--- config.mk ---
export PLATFORM = sky130hd
export DESIGN_NAME = prog_loader
export DESIGN_NICKNAME = d
export VERILOG_FILES = /design/src/rtl/prog_loader.sv
export SDC_FILE = /design/constraint.sdc
export NUM_CORES = 1
export LEC_CHECK = 0
export BUFFER_PORTS_ARGS = -buffer_cell sky130_fd_sc_hd__buf_2
export CORE_AREA = 2 2 100 126
export CTS_CLUSTER_DIAMETER = 40
export DETAILED_ROUTE_END_ITERATION = 10
export DIE_AREA = 0 0 102 128
export GPL_TIMING_DRIVEN = 1
export PLACE_DENSITY = 0.51
export SLEW_MARGIN = 20
export SYNTH_ARGS = -nofsm -noshare
export SYNTH_HDL_FRONTEND = slang
export SYNTH_SLANG_ARGS = --single-unit
export TNS_END_PERCENT = 20
--- constraint.sdc ---
create_clock -name clk -period 1.75 [get_ports clk]
set_input_delay 0 -clock clk [delete_from_list [all_inputs] [get_ports clk]]
set_output_delay 0 -clock clk [all_outputs]
set_load 0.05 [all_outputs]
--- src/rtl/prog_loader.sv ---
// prog_loader: boot-time program loader. Receives a counted, checksummed byte
// stream over valid/ready, assembles 24-bit {op, data_hi, data_lo} words,
// writes them sequentially into program memory and keeps the processor held
// in reset until a load completes with a matching checksum.
module prog_loader #(
  parameter int WORD_WIDTH    = 24,
  parameter int RAM_ADDR_BITS = 4
) (
  input  logic                     clk,
  input  logic                     rst,
  input  logic                     start,
  input  logic [7:0]               in_data,
  input  logic                     in_valid,
  output logic                     in_ready,
  output logic                     mem_we,
  output logic [RAM_ADDR_BITS-1:0] mem_addr,
  output logic [WORD_WIDTH-1:0]    mem_data,
  output logic                     cpu_hold,
  output logic                     done,
  output logic                     err
);

  // Largest legal word count, widened so it is comparable with any count byte.
  localparam logic [8:0] DEPTH = 9'(2 ** RAM_ADDR_BITS);

  typedef enum logic [2:0] {
    S_IDLE  = 3'd0,
    S_COUNT = 3'd1,
    S_BYTES = 3'd2,
    S_WRITE = 3'd3,
    S_CHECK = 3'd4,
    S_DONE  = 3'd5,
    S_ERR   = 3'd6
  } state_t;

  state_t                 state_r;
  logic [1:0]             byte_idx_r;
  logic [15:0]            word_r;
  logic [7:0]             csum_r;
  // One bit wider than mem_addr so a full-depth load does not wrap before the compare.
  logic [RAM_ADDR_BITS:0] widx_r;
  logic [RAM_ADDR_BITS:0] count_r;

  logic                   xfer_s;
  logic                   count_ok_s;
  logic [RAM_ADDR_BITS:0] widx_inc_s;

  // Running mod-256 checksum over word bytes.
  function automatic logic [7:0] csum_add(input logic [7:0] acc, input logic [7:0] b);
    return acc + b;
  endfunction

  // Handshake, count legality and next word index.
  always_comb begin
    xfer_s     = in_valid && in_ready;
    count_ok_s = (in_data != 8'd0) && ({1'b0, in_data} <= DEPTH);
    widx_inc_s = widx_r + {{RAM_ADDR_BITS{1'b0}}, 1'b1};
  end

  // Load sequencer with all outputs registered alongside the state.
  always_ff @(posedge clk or negedge rst) begin
    if (!rst) begin
      state_r    <= S_IDLE;
      byte_idx_r <= 2'd0;
      word_r     <= 16'd0;
      csum_r     <= 8'd0;
      widx_r     <= '0;
      count_r    <= '0;
      in_ready   <= 1'b0;
      mem_we     <= 1'b0;
      mem_addr   <= '0;
      mem_data   <= '0;
      cpu_hold   <= 1'b1;
      done       <= 1'b0;
      err        <= 1'b0;
    end else begin
      mem_we <= 1'b0;
      case (state_r)
        S_IDLE: begin
          if (start) begin
            state_r  <= S_COUNT;
            in_ready <= 1'b1;
          end
        end
        S_COUNT: begin
          if (xfer_s) begin
            widx_r     <= '0;
            csum_r     <= 8'd0;
            byte_idx_r <= 2'd0;
            if (count_ok_s) begin
              count_r <= in_data[RAM_ADDR_BITS:0];
              state_r <= S_BYTES;
            end else begin
              state_r  <= S_ERR;
              in_ready <= 1'b0;
              err      <= 1'b1;
            end
          end
        end
        S_BYTES: begin
          if (xfer_s) begin
            csum_r <= csum_add(csum_r, in_data);
            if (byte_idx_r == 2'd2) begin
              mem_data   <= {word_r, in_data};
              mem_addr   <= widx_r[RAM_ADDR_BITS-1:0];
              mem_we     <= 1'b1;
              in_ready   <= 1'b0;
              byte_idx_r <= 2'd0;
              state_r    <= S_WRITE;
            end else begin
              word_r     <= {word_r[7:0], in_data};
              byte_idx_r <= byte_idx_r + 2'd1;
            end
          end
        end
        S_WRITE: begin
          widx_r   <= widx_inc_s;
          in_ready <= 1'b1;
          if (widx_inc_s == count_r) begin
            state_r <= S_CHECK;
          end else begin
            state_r <= S_BYTES;
          end
        end
        S_CHECK: begin
          if (xfer_s) begin
            in_ready <= 1'b0;
            if (in_data == csum_r) begin
              state_r  <= S_DONE;
              done     <= 1'b1;
              cpu_hold <= 1'b0;
            end else begin
              state_r <= S_ERR;
              err     <= 1'b1;
            end
          end
        end
        S_DONE, S_ERR: begin
          if (start) begin
            state_r  <= S_COUNT;
            in_ready <= 1'b1;
            done     <= 1'b0;
            err      <= 1'b0;
            cpu_hold <= 1'b1;
          end
        end
        default: begin
          state_r  <= S_IDLE;
          in_ready <= 1'b0;
          cpu_hold <= 1'b1;
          done     <= 1'b0;
          err      <= 1'b0;
        end
      endcase
    end
  end

endmodule

# Yosys cells after proc, flatten, opt, wreduce, memory -nomap -nowiden
# Index checks and enable logic that the tools add are counted.
[totals]
register_bits = 72
input_bits = 12
output_inout_bits = 33
wordCells = 97
[op_classes]
n_addsub = 3
magnitude_cmp = 1
eq_ne = 18
mux = 40
bitwise_logic = 3
n_reduce_logical = 19
[op_table]
columns = ["op", "n"]
rows = [
  ["3-bit two-way mux", 7],
  ["1-bit two-way mux", 18],
  ["8-bit two-way mux", 2],
  ["2-bit inequality test, second input constant", 8],
  ["8-bit case mux with 2 select lines", 1],
  ["3-bit case mux with 5 select lines", 1],
  ["3-bit AND reduction", 4],
  ["6-bit AND reduction", 2],
  ["5-bit case mux with 2 select lines", 1],
  ["3-bit equality test, second input constant", 3],
  ["8-bit adder", 1],
  ["8-bit equality test", 1],
  ["8-bit by 5-bit <= comparator with 1-bit output, second input constant", 1],
  ["2-bit two-way mux", 4],
  ["8-bit nonzero test", 1],
  ["3-bit by 2-bit equality test with 1-bit output, second input constant", 2],
  ["1-bit case mux with 3 select lines", 2],
  ["3-bit OR reduction", 2],
  ["5-bit by 1-bit adder with 5-bit output, second input constant", 1],
  ["5-bit equality test", 1],
  ["5-bit two-way mux", 1],
  ["1-bit case mux with 5 select lines", 1],
  ["5-bit AND reduction", 1],
  ["1-bit case mux with 4 select lines", 1],
  ["other kinds (13)", 17],
]

# Logic depth before layout (Yosys ltp)
# Gate-level depths: netlist (run 1).
[logic_depth]
ltp_word = 5
mapped_depth = 7
mapped_depth_nobuf = 7

# Least setup slack after synthesis (run 1)
# Ideal clock, no wire load.
[synth_timing]
path_kind = "reg2reg"
startpoint = "reg in_ready"
endpoint = "reg mem_data[14]"
setup_ns = 0.125
arrival_time_ns = 1.788
required_time_ns = 1.625
path_slack_ns = -0.163
stages_incl_launch_ff = 7
path_buffers = 3
synth_period_minus_slack_ns = 1.913
cell_sequence = "dfrtp_1 and3b_1 buf_6 and3_4 buf_6 buf_8 mux2_4"
[synth_between]
elab_chain_len = 2
[synth_rtl]
columns = ["element", "line_no", "text"]
rows = [
  ["start, declared", "14", "output logic in_ready,"],
  ["start signal, assigned", "69", "in_ready <= 1'b0;"],
  ["start signal, assigned", "82", "in_ready <= 1'b1;"],
  ["start signal, assigned", "95", "in_ready <= 1'b0;"],
  ["1-bit logical AND", "55", "xfer_s = in_valid && in_ready;"],
  ["3-bit AND reduction (no line)", "n/a", ""],
  ["end signal, assigned", "104", "mem_data <= {word_r, in_data};"],
  ["end, declared", "17", "output logic [WORD_WIDTH-1:0] mem_data,"],
]
# Every way passes these cells.
# A chain may end at the register's enable or synchronous reset.

# Worst setup path in the final report (run 1)
[layout_timing]
startpoint = "reg csum_r[1]"
endpoint = "reg csum_r[7]"
[layout_between]
elab_chain_len = 3
[layout_rtl]
columns = ["element", "line_no", "text"]
rows = [
  ["start, declared", "39", "logic [7:0] csum_r;"],
  ["start signal, assigned", "102", "csum_r <= csum_add(csum_r, in_data);"],
  ["8-bit adder", "50", "return acc + b;"],
  ["8-bit two-way mux", "101", "if (xfer_s) begin"],
  ["8-bit case mux with 2 select lines", "78", "case (state_r)"],
]
# Every way passes these cells. The select of a mux whose other input is x is not followed.

==> metrics, run 1 <==
crit share post-route 102%; worst-skew pair later-pin latency 0.33 ns; Placed Area 4100 um^2; wire per inst 14.7 um; Global Route Usage Sum 12.5%; DR iter-0 viols 54; slowest cell delay on critical path 0.43 ns; Max IR drop VDD 0.697 mV; Clock Power Share 22.5%; fin area 4570 um^2; Net Sw Frac 38.9%; Critical Path Sink Type register; RSZ-0062 raised after global routing yes; drt first pass iters 4; Seq pwr share 31.7%; PwrDens 1870 nW/um^2; Syn Nets 289; critical path launch point type register; critical path class reg2reg; Buf/Inv on CP 0; crit-path cells ha_4 -> a211oi_2 -> o21bai_1 -> a31oi_1 -> or3_1 -> a32o_2; Routed WL 7630 um; Setup-failing EPs final 2; Die ar. 13100 um^2; fmax 0.561 GHz; net load switching power 3.32 mW; RR Startpoint csum_r[1]$_DFFE_PN0P_; TritonCTS clock tree built; Fillers 1189; CP Launch Point csum_r[1]$_DFFE_PN0P_; # IOs 45; first-pass GRT wire length 12500 um; Reg area 1810 um^2; total of max-cap violations 0; Post-synth EDFFs 0; Worst Slack Setup Final -0.0330 ns; vias per cell 4.67; residual DRC count 0; dpl ws -0.139 ns; nets 372; Worst Path Max Fanout 3; CP max-delay cell dfrtp_2; clock tree sinks 72; Initial Util 29.1%; Synth Area per Inst 13.0 um^2; slew at the pin with the worst max-slew slack 0.396 ns; standby leakage power 2.15 nW; Final Critical Period 1.78 ns; vias in the first global route 2540; ys async rst share 100%; Crit path arrival time 2.00 ns; area growth from synthesis to layout 31.5%; Hold WC Path Type in2reg; die height 128 um; Post-Layout Cell Count 519; number of warnings issued by yosys 0; routed via count 2425; Mapped Area 3480 um^2; Core Region 11900 um^2; CTS root buffer clkbuf_16; synth unique cells 54; clk buf depth 2; post-synthesis sequential area ratio 51.9%; Critical Path RT 1.97 ns; ys flop type dfrtp_1; total CTS buffers 9; Antenna Cells 0; Comb power frac 45.8%; Post-DP HPWL 5280 um; share of cells above drive strength 1 47.6%; total grt overflow 0; worst hold start in_data[0]; Port Buf Inserts 44; antenna viol nets, final 0; Slew HR 73.6%; Gate Count Post-Synth 267; delay-heaviest family, CP compound AO/OA/AOI/OAI gates; clk_skew 0.00371 ns; H-tree levels 3; gp weighted congestion 0.799; Slew Limit Fails 0; failing checks negative setup slack; largest net degree at the start of global routing 73; Inst Count DP 496; initial antenna violation count 0; Int Power 5.21 mW; Clock transition at path regs 0.06 ns; setup_tns -0.0348 ns; status finished with violations; Cell Rows 45; area occupied by multi-input gates 1660 um^2; final hold violation count 0; Seq cells post-synth 72; chip width 102 um
cell type report:
class,count,area share (%)
clock buffers,12,5.83
clock inverters,4,1.12
inverters,4,0.328
multi-input cells,181,36.4
flip-flops and latches,72,39.5
well taps,164,4.49
repair buffers,82,12.4
layer usage:
layer / up-vias / global-route usage (%) / routed length (um)
li1: 1145 / - / -
met5: - / 0 / 0
met4: 0 / 5.02 / 159
met3: 18 / 3.27 / 271
met2: 51 / 20.9 / 3760
met1: 1211 / 15.3 / 3440
cell usage after synthesis, types with 3 or more instances:
cell / number / area share, %
buf_4: 3 / 0.65
dfrtp_1: 71 / 51
nand3_1: 7 / 1.0
xnor2_1: 6 / 1.5
nor2b_1: 5 / 0.90
a22o_1: 5 / 1.3
a211oi_1: 3 / 0.65
nand2b_1: 3 / 0.54
mux2i_1: 3 / 0.86
a31oi_1: 5 / 0.90
nor2_1: 7 / 0.76
mux2_2: 42 / 14
inv_1: 4 / 0.43
ha_1: 8 / 2.9
buf_6: 3 / 0.97
xor2_1: 6 / 1.5
nand2_1: 12 / 1.3
mux2_4: 9 / 3.9
a21o_1: 3 / 0.65
o21ai_0: 12 / 1.7
a21oi_1: 5 / 0.72
nor4_1: 6 / 1.1
registers in the layout (all words and copies together), names as in the netlist, 2 cells and up:
name / flops
mem_addr: 4
state_r: 3
count_r: 5
word_r: 16
mem_data: 24
byte_idx_r: 2
widx_r: 5
csum_r: 8
placed cells by master (no fill, tap or decap), types with 5 or more instances in the layout:
cell,count
nand2_1,12
nand3_1,7
buf_4,30
a22o_1,5
nor2_1,7
nor2b_1,5
buf_2,44
mux2_4,9
xor2_1,6
clkbuf_16,9
dfrtp_1,69
o21ai_0,11
xnor2_1,6
mux2_2,42
per-stage QoR:
| stage | util [%] | hold slack [ns] | total power, mW |
|---|---|---|---|
| after floorplan | - | -0.296 | 5.38 |
| after global placement | 34.4 | 0.0668 | 6.38 |
| after detailed placement | 34.4 | 0.0669 | 6.44 |
| after CTS | 38.0 | 0.00223 | 8.56 |
| after global routing | 38.3 | 0.0170 | 9.13 |
| final | 38.3 | 0.0105 | 8.53 |
path summary, 6_finish.rpt:
| path | to | slack, ns | cells past startpoint |
|---|---|---|---|
| max | csum_r[7]$_DFFE_PN0P_ | -0.03 | 6 |
| min | word_r[0]$_DFFE_PN0P_ | 0.01 | 2 |
| max reg2reg | csum_r[7]$_DFFE_PN0P_ | -0.03 | 6 |
| min reg2reg | cpu_hold$_DFFE_PN1P_ | 0.49 | 2 |
| max in group asynchronous | csum_r[1]$_DFFE_PN0P_ | 1.19 | 3 |
| min in group asynchronous | mem_data[21]$_DFFE_PN0P_ | 0.23 | 3 |
repair_timing:
action / 4_1_cts / 5_1_grt
setup buffers: 2 / 1
gates resized for setup: 11 / 7
hold buffers: 4 / 0
endpoints found under the setup margin: 9 / 20
pin swaps: 9 / 3
endpoints found under the hold margin: 77 / 0
cloned: 0 / 0
kinds of logic after synthesis:
family | Yosys count | share of synthesized area, %
flip-flops | 72 | 51.9
AND/OR/NAND/NOR | 58 | 10.0
multiplexers | 54 | 18.4
AO/OA/AOI/OAI | 45 | 8.89
buffers and inverters | 14 | 2.88
XOR/XNOR | 13 | 3.67
adder cells (fa/ha/maj) | 11 | 4.32
power by group through the flow:
stage	clock (mW)	sequential (mW)	combinational, mW
final	1.92	2.70	3.91
after global routing	2.07	2.79	4.27
after CTS	1.99	2.71	3.86
after detailed placement	0	2.72	3.72
after global placement	0	2.69	3.70
after floorplan	0	3.53	1.84
(Power assumes the default switching activity.)
==> run 2: changes to the inputs <==
--- a/config.mk
+++ b/config.mk
@@ -12,6 +12,7 @@
 export DIE_AREA = 0 0 102 128
 export GPL_TIMING_DRIVEN = 1
 export PLACE_DENSITY = 0.51
+export REMOVE_ABC_BUFFERS = 1
 export SLEW_MARGIN = 20
 export SYNTH_ARGS = -nofsm -noshare
 export SYNTH_HDL_FRONTEND = slang
==> run 2 against run 1 <==
The run ends with negative hold slack, negative setup slack left; global-route usage barely moved; clock power fell by 14%; sequential power barely moved; largest cell class unchanged; worst hold slack got worse by 0.015 ns; critical endpoint unchanged; critical path type unchanged.
==> metrics, run 2 (synthesis gave the netlist of run 1 again) <==
Buf/Inv on CP 0; Port Buf Inserts 44; Die ar. 13100 um^2; Slew HR 69.6%; share of cells above drive strength 1 48.0%; Clock Power Share 20.0%; met1 track utilization from global routing 15.5%; hold slack -0.00479 ns; nets 371; Final Util 38.0%; die height 128 um; vias per cell 4.60; Hold WC Path Type in2reg; total of max-cap violations 0; most frequent cells in the layout 70 x dfrtp_1, 44 x buf_2, 42 x mux2_2; gp weighted congestion 0.816; Global Route Usage Sum 12.5%; antenna viol nets, final 0; critical path launch point type register; Design Power 8.25 mW; Routed WL 7400 um; DR iter-0 viols 74; Worst Path Max Fanout 4; total grt overflow 0; initial antenna violation count 0; Int Power 4.99 mW; Fillers 1190; crit-path cells ha_4 -> o21ai_0 -> o21bai_1 -> a31oi_1 -> or3_1 -> a32o_1; delay-heaviest family, CP compound AO/OA/AOI/OAI gates; largest net degree at the start of global routing 73; residual DRC count 0; vias in the first global route 2444; Net Sw Frac 39.5%; Seq pwr share 32.7%; clk buf depth 2; Core Region 11900 um^2; stages on the worst setup path 6; Critical Path Sink Type register; RSZ-0062 raised after global routing yes; Cell Rows 45; # IOs 45; hold path cells 2; H-tree levels 3; Antenna Cells 0; chip width 102 um; worst-skew pair later-pin latency 0.34 ns; reg-to-reg slack, setup -0.009 ns; Crit path arrival time 1.98 ns; TritonCTS clock tree built; Final Critical Period 1.76 ns; Critical Path RT 1.97 ns; routed via count 2383; Post-Layout Cell Count 518; status finished with violations; largest reg by FF count mem_data; net load switching power 3.26 mW; Clock transition at path regs 0.06 ns; Setup-failing EPs final 1; Top Usage Layer GRT met2; Comb power frac 47.2%; Slew Limit Fails 0; clock tree sinks 72; CP max-delay cell dfrtp_1; area growth from synthesis to layout 30.6%; GR Util met3 3.82%; slowest cell delay on critical path 0.40 ns; max FFs per register 24; Largest regs mem_data x24, word_r x16, csum_r x8; Inst Count DP 496; CTS root buffer clkbuf_16; wire per inst 14.3 um; failing checks negative hold slack, negative setup slack; Post-DP HPWL 5200 um; final hold violation count 2; Worst Slack Setup Final -0.00914 ns; drt first pass iters 4; first-pass GRT wire length 12400 um; Initial Util 29.1%; total CTS buffers 9; PwrDens 1820 nW/um^2; slew at the pin with the worst max-slew slack 0.443 ns; standby leakage power 2.12 nW; fmax 0.568 GHz; Worst R2R Path Depth 6; met2 Resource Use GR 20.0%; Max IR drop VDD 0.626 mV; crit share post-route 101%; commonest non-fill, non-tap cell in the layout dfrtp_1; clk_skew 0.00716 ns; critical path class reg2reg
[run 2: cell type report]
cell class | count | area, um^2 | area share (%)
clock buffers | 13 | 250 | 5.51
clock inverters | 3 | 17.5 | 0.386
flip-flops and latches | 72 | 1800 | 39.8
inverters | 4 | 15.0 | 0.331
well taps | 164 | 205 | 4.52
repair buffers | 81 | 559 | 12.3
multi-input cells | 181 | 1690 | 37.2
[run 2: path summary, 6_finish.rpt]
check | start | end
max | csum_r[3]$_DFFE_PN0P_ | csum_r[7]$_DFFE_PN0P_
max in group asynchronous | rst | cpu_hold$_DFFE_PN1P_
max reg2reg | csum_r[3]$_DFFE_PN0P_ | csum_r[7]$_DFFE_PN0P_
min in group asynchronous | rst | mem_we$_DFF_PN0_
min reg2reg | csum_r[5]$_DFFE_PN0P_ | csum_r[5]$_DFFE_PN0P_
min | in_data[6] | mem_data[6]$_DFFE_PN0P_
[run 2: power by group through the flow]
stage	clock network [mW]	logic, mW	registers, mW
floorplan	0	1.69	3.60
global placement	0	3.69	2.69
detailed placement	0	3.71	2.72
CTS	1.72	3.80	2.70
global route	1.80	4.23	2.79
finish	1.65	3.90	2.70
[run 2: metal layers]
layer	vias up	part of all wire, %
li1	1154	-
met4	0	2.2
met2	41	49
met3	10	3.6
met5	-	0
met1	1178	45
[run 2: repair_timing]
item	in CTS	in global routing
pin swaps	5	8
buffers inserted	1	2
hold buffers	3	0
gates resized for setup	8	15
setup endpoints to repair	13	36
endpoints found under the hold margin	75	0
[run 2: metrics by stage]
stage | setup WS, ns | area (um^2) | TNS (ns)
after CTS | 0.00601 | 4450 | 0
final | -0.00914 | 4540 | -0.00914
after detailed placement | -0.0916 | 4100 | -0.365
after global placement | -0.0790 | 4100 | -0.220
after floorplan | -0.267 | 3390 | -13.05
after global routing | -0.0681 | 4540 | -0.358
==> run 3: changes to the inputs <==
--- a/config.mk
+++ b/config.mk
@@ -5,11 +5,13 @@
 export SDC_FILE = /design/constraint.sdc
 export NUM_CORES = 1
 export LEC_CHECK = 0
+export ABC_AREA = 1
 export BUFFER_PORTS_ARGS = -buffer_cell sky130_fd_sc_hd__buf_2
-export CORE_AREA = 2 2 100 126
+export CORE_AREA = 2 2 110 112
 export CTS_CLUSTER_DIAMETER = 40
 export DETAILED_ROUTE_END_ITERATION = 10
-export DIE_AREA = 0 0 102 128
+export DIE_AREA = 0 0 112 114
+export GPL_ROUTABILITY_DRIVEN = 0
 export GPL_TIMING_DRIVEN = 1
 export PLACE_DENSITY = 0.51
 export REMOVE_ABC_BUFFERS = 1
==> run 3 against run 2 <==
The flow now finishes without violations; synthesized area shrank 2.0%; register-to-register slack improved by 0.05 ns; first-iteration DRC count up 84%; flip-flop and latch count is the same; non-clock buffer count down 10; sequential power down 38%; clock skew shrank 0.0026 ns; sequential share of layout area increased by 1.3 points; clock power is 9.7% higher; critical path type unchanged; via count grew 19%; global-route usage rose by 0.27 points; critical endpoint is now csum_r[6]$_DFFE_PN0P_; worst hold slack better by 0.059 ns.
==> metrics, run 3 <==
fmax 0.584 GHz; nets 499; TritonCTS clock tree built; share of cells above drive strength 1 23.0%; slowest cell delay on critical path 0.41 ns; Top Usage Layer GRT met2; Critical Path Sink Type register; Gate Count Post-Synth 404; total of max-cap violations 0; Critical Path RT 1.96 ns; Initial Util 29.1%; Synth area leaders dfrtp_1 52%, nand2_1 15%, o21ai_0 6.2%, inv_1 5.0%, ha_1 2.9%; Worst Path Max Fanout 3; Slew Limit Fails 0; clock tree sinks 72; Slew HR 72.7%; most frequent cell after synthesis nand2_1; residual DRC count 0; DR iter-0 viols 136; largest reg by FF count mem_data; Final Critical Period 1.71 ns; Hold WC Path Type in2reg; Inst Count DP 604; vias per cell 4.52; Largest regs mem_data x24, word_r x16, csum_r x8; Seq cells post-synth 72; antenna viol nets, final 0; Global Route Usage Sum 12.8%; crit-path cells ha_4 -> fa_2 -> nand3_2 -> nand3_2 -> nand2_2 -> a21oi_1 -> nor2_1 -> nand2_1 -> nand2_1 -> o21ai_1; Port Buf Inserts 44; routed via count 2846; clk_skew 0.00451 ns; vias in the first global route 2704; Die ar. 12800 um^2; post-synthesis sequential area ratio 52.9%; most frequent cells in the layout 137 x nand2_1, 69 x dfrtp_1, 44 x buf_2; wire per inst 12.5 um; total CTS buffers 9; RSZ-0062 raised after global routing yes; total grt overflow 0; first-pass GRT wire length 13000 um; Synth top area share 52.2%; chip width 112 um; Post-Layout Cell Count 629; worst-skew pair later-pin latency 0.33 ns; ys flop type dfrtp_1; Routed WL 7880 um; CP max-delay cell dfrtp_1; crit share post-route 97.8%; standby leakage power 2.29 nW; GR Util met3 2.71%; Fillers 1213; synth unique cells 31; Max IR drop VDD 0.344 mV; Buf/Inv on CP 0; delay-heaviest family, CP adder cells; final hold violation count 0; Setup-failing EPs final 0; Core Region 11700 um^2; setup_tns 0 ns; Clock transition at path regs 0.06 ns; met1 track utilization from global routing 17.2%; drt first pass iters 5; Synth area leader dfrtp_1; Mapped Area 3410 um^2; Crit path arrival time 1.93 ns; max FFs per register 24; initial antenna violation count 0; CTS root buffer clkbuf_16; Post-DP HPWL 5580 um; commonest cells in the netlist 138 x nand2_1, 71 x dfrtp_1, 45 x inv_1, 42 x o21ai_0, 23 x nor2_1; Antenna Cells 0; critical path class reg2reg; status finished, final reports clean; critical path launch point type register; ys async rst share 100%; PwrDens 821 nW/um^2; Synth Area per Inst 8.43 um^2; H-tree levels 3; slew at the pin with the worst max-slew slack 0.409 ns; area growth from synthesis to layout 29.0%; number of warnings issued by yosys 0; clk buf depth 2; commonest non-fill, non-tap cell in the layout nand2_1; Cell Rows 40; die height 114 um; Post-synth EDFFs 0; met2 Resource Use GR 20.0%; largest net degree at the start of global routing 58; # IOs 45
==> run 3: cell types whose count changed after synthesis, moves of 5 or more <==
| cell | previous run | this run |
|---|---|---|
| mux2_4 | 9 | 0 |
| nand2_1 | 12 | 138 |
| nor4_1 | 6 | 0 |
| o21ai_1 | 0 | 11 |
| nand3_1 | 7 | 16 |
| nand4_1 | 1 | 6 |
| inv_1 | 4 | 45 |
| nor2b_1 | 5 | 0 |
| xnor2_1 | 6 | 0 |
| nor2_1 | 7 | 23 |
| xor2_1 | 6 | 1 |
| mux2_2 | 42 | 0 |
| o21ai_0 | 12 | 42 |
==> run 3: power by group <==
group,total [mW],switching [mW],internal (mW)
sequential,1.67,0,1.67
combinational,0.126,0.0832,0.0431
clock,1.81,0.706,1.11
==> run 3: cell type report <==
type | instances | area (um^2) | area share, %
timing repair buffer | 71 | 473 | 10.8
tap | 147 | 184 | 4.19
inverter | 48 | 183 | 4.16
sequential | 72 | 1810 | 41.1
clock buffer | 10 | 229 | 5.21
clock inverter | 6 | 67.6 | 1.54
multi-input combinational | 275 | 1450 | 33.1
==> run 3: path summary, 6_finish.rpt <==
path / start / endpoint / slack (ns) / cells past startpoint
setup reg to reg: csum_r[0]$_DFFE_PN0P_ / csum_r[6]$_DFFE_PN0P_ / 0.04 / 10
max in group asynchronous: rst / cpu_hold$_DFFE_PN1P_ / 0.95 / 3
min in group asynchronous: rst / mem_data[6]$_DFFE_PN0P_ / 0.13 / 2
hold reg to reg: mem_data[17]$_DFFE_PN0P_ / mem_data[17]$_DFFE_PN0P_ / 0.46 / 2
hold / removal: in_data[3] / word_r[3]$_DFFE_PN0P_ / 0.05 / 3
setup / recovery: csum_r[0]$_DFFE_PN0P_ / csum_r[6]$_DFFE_PN0P_ / 0.04 / 10
==> run 3: worst register-to-register path, cell delays in order (launching register included) <==
cell	delay [ns]
dfrtp_1	0.41
ha_4	0.18
fa_2	0.38
nand3_2	0.08
nand3_2	0.08
nand2_2	0.09
a21oi_1	0.06
nor2_1	0.13
nand2_1	0.07
nand2_1	0.05
o21ai_1	0.06
==> run 3: per-layer routing <==
| layer | vias up | part of all wire [%] |
|---|---|---|
| met5 | - | 0 |
| met4 | 0 | 1.7 |
| met3 | 11 | 3.5 |
| met2 | 49 | 47 |
| met1 | 1339 | 48 |
| li1 | 1447 | - |
==> run 3: what timing repair did <==
action                                  4_1_cts  5_1_grt
gates resized for setup                       2       20
pin swaps                                     0        8
endpoints found under the setup margin        2       14
hold endpoints to repair                     22        0
hold buffers                                  5        0
buffers inserted                              0        4
==> run 3: metrics by stage <==
stage                     setup slack, ns  cell area [um^2]  util (%)  total power [mW]  hold slack, ns
final                              0.0379              4390      37.5              3.61          0.0537
after global routing              -0.0774              4390      37.5              3.76          0.0836
after CTS                          0.0359              4280      36.5              3.65          0.0449
after detailed placement          -0.0128              3920      33.5              1.81         -0.0469
after global placement             0.0388              3920      33.5              1.80         -0.0584
after floorplan                   -0.0765              3350         -              1.73          -0.296
==> run 3: logic make-up after synthesis <==
group,share of synthesized area (%)
AOI/OAI and AO/OA,12.1
and+or+nand+nor,23.4
DFF,52.9
buffers and inverters,7.13
xor gates and xnor gates,0.257
adders and majority gates,4.11
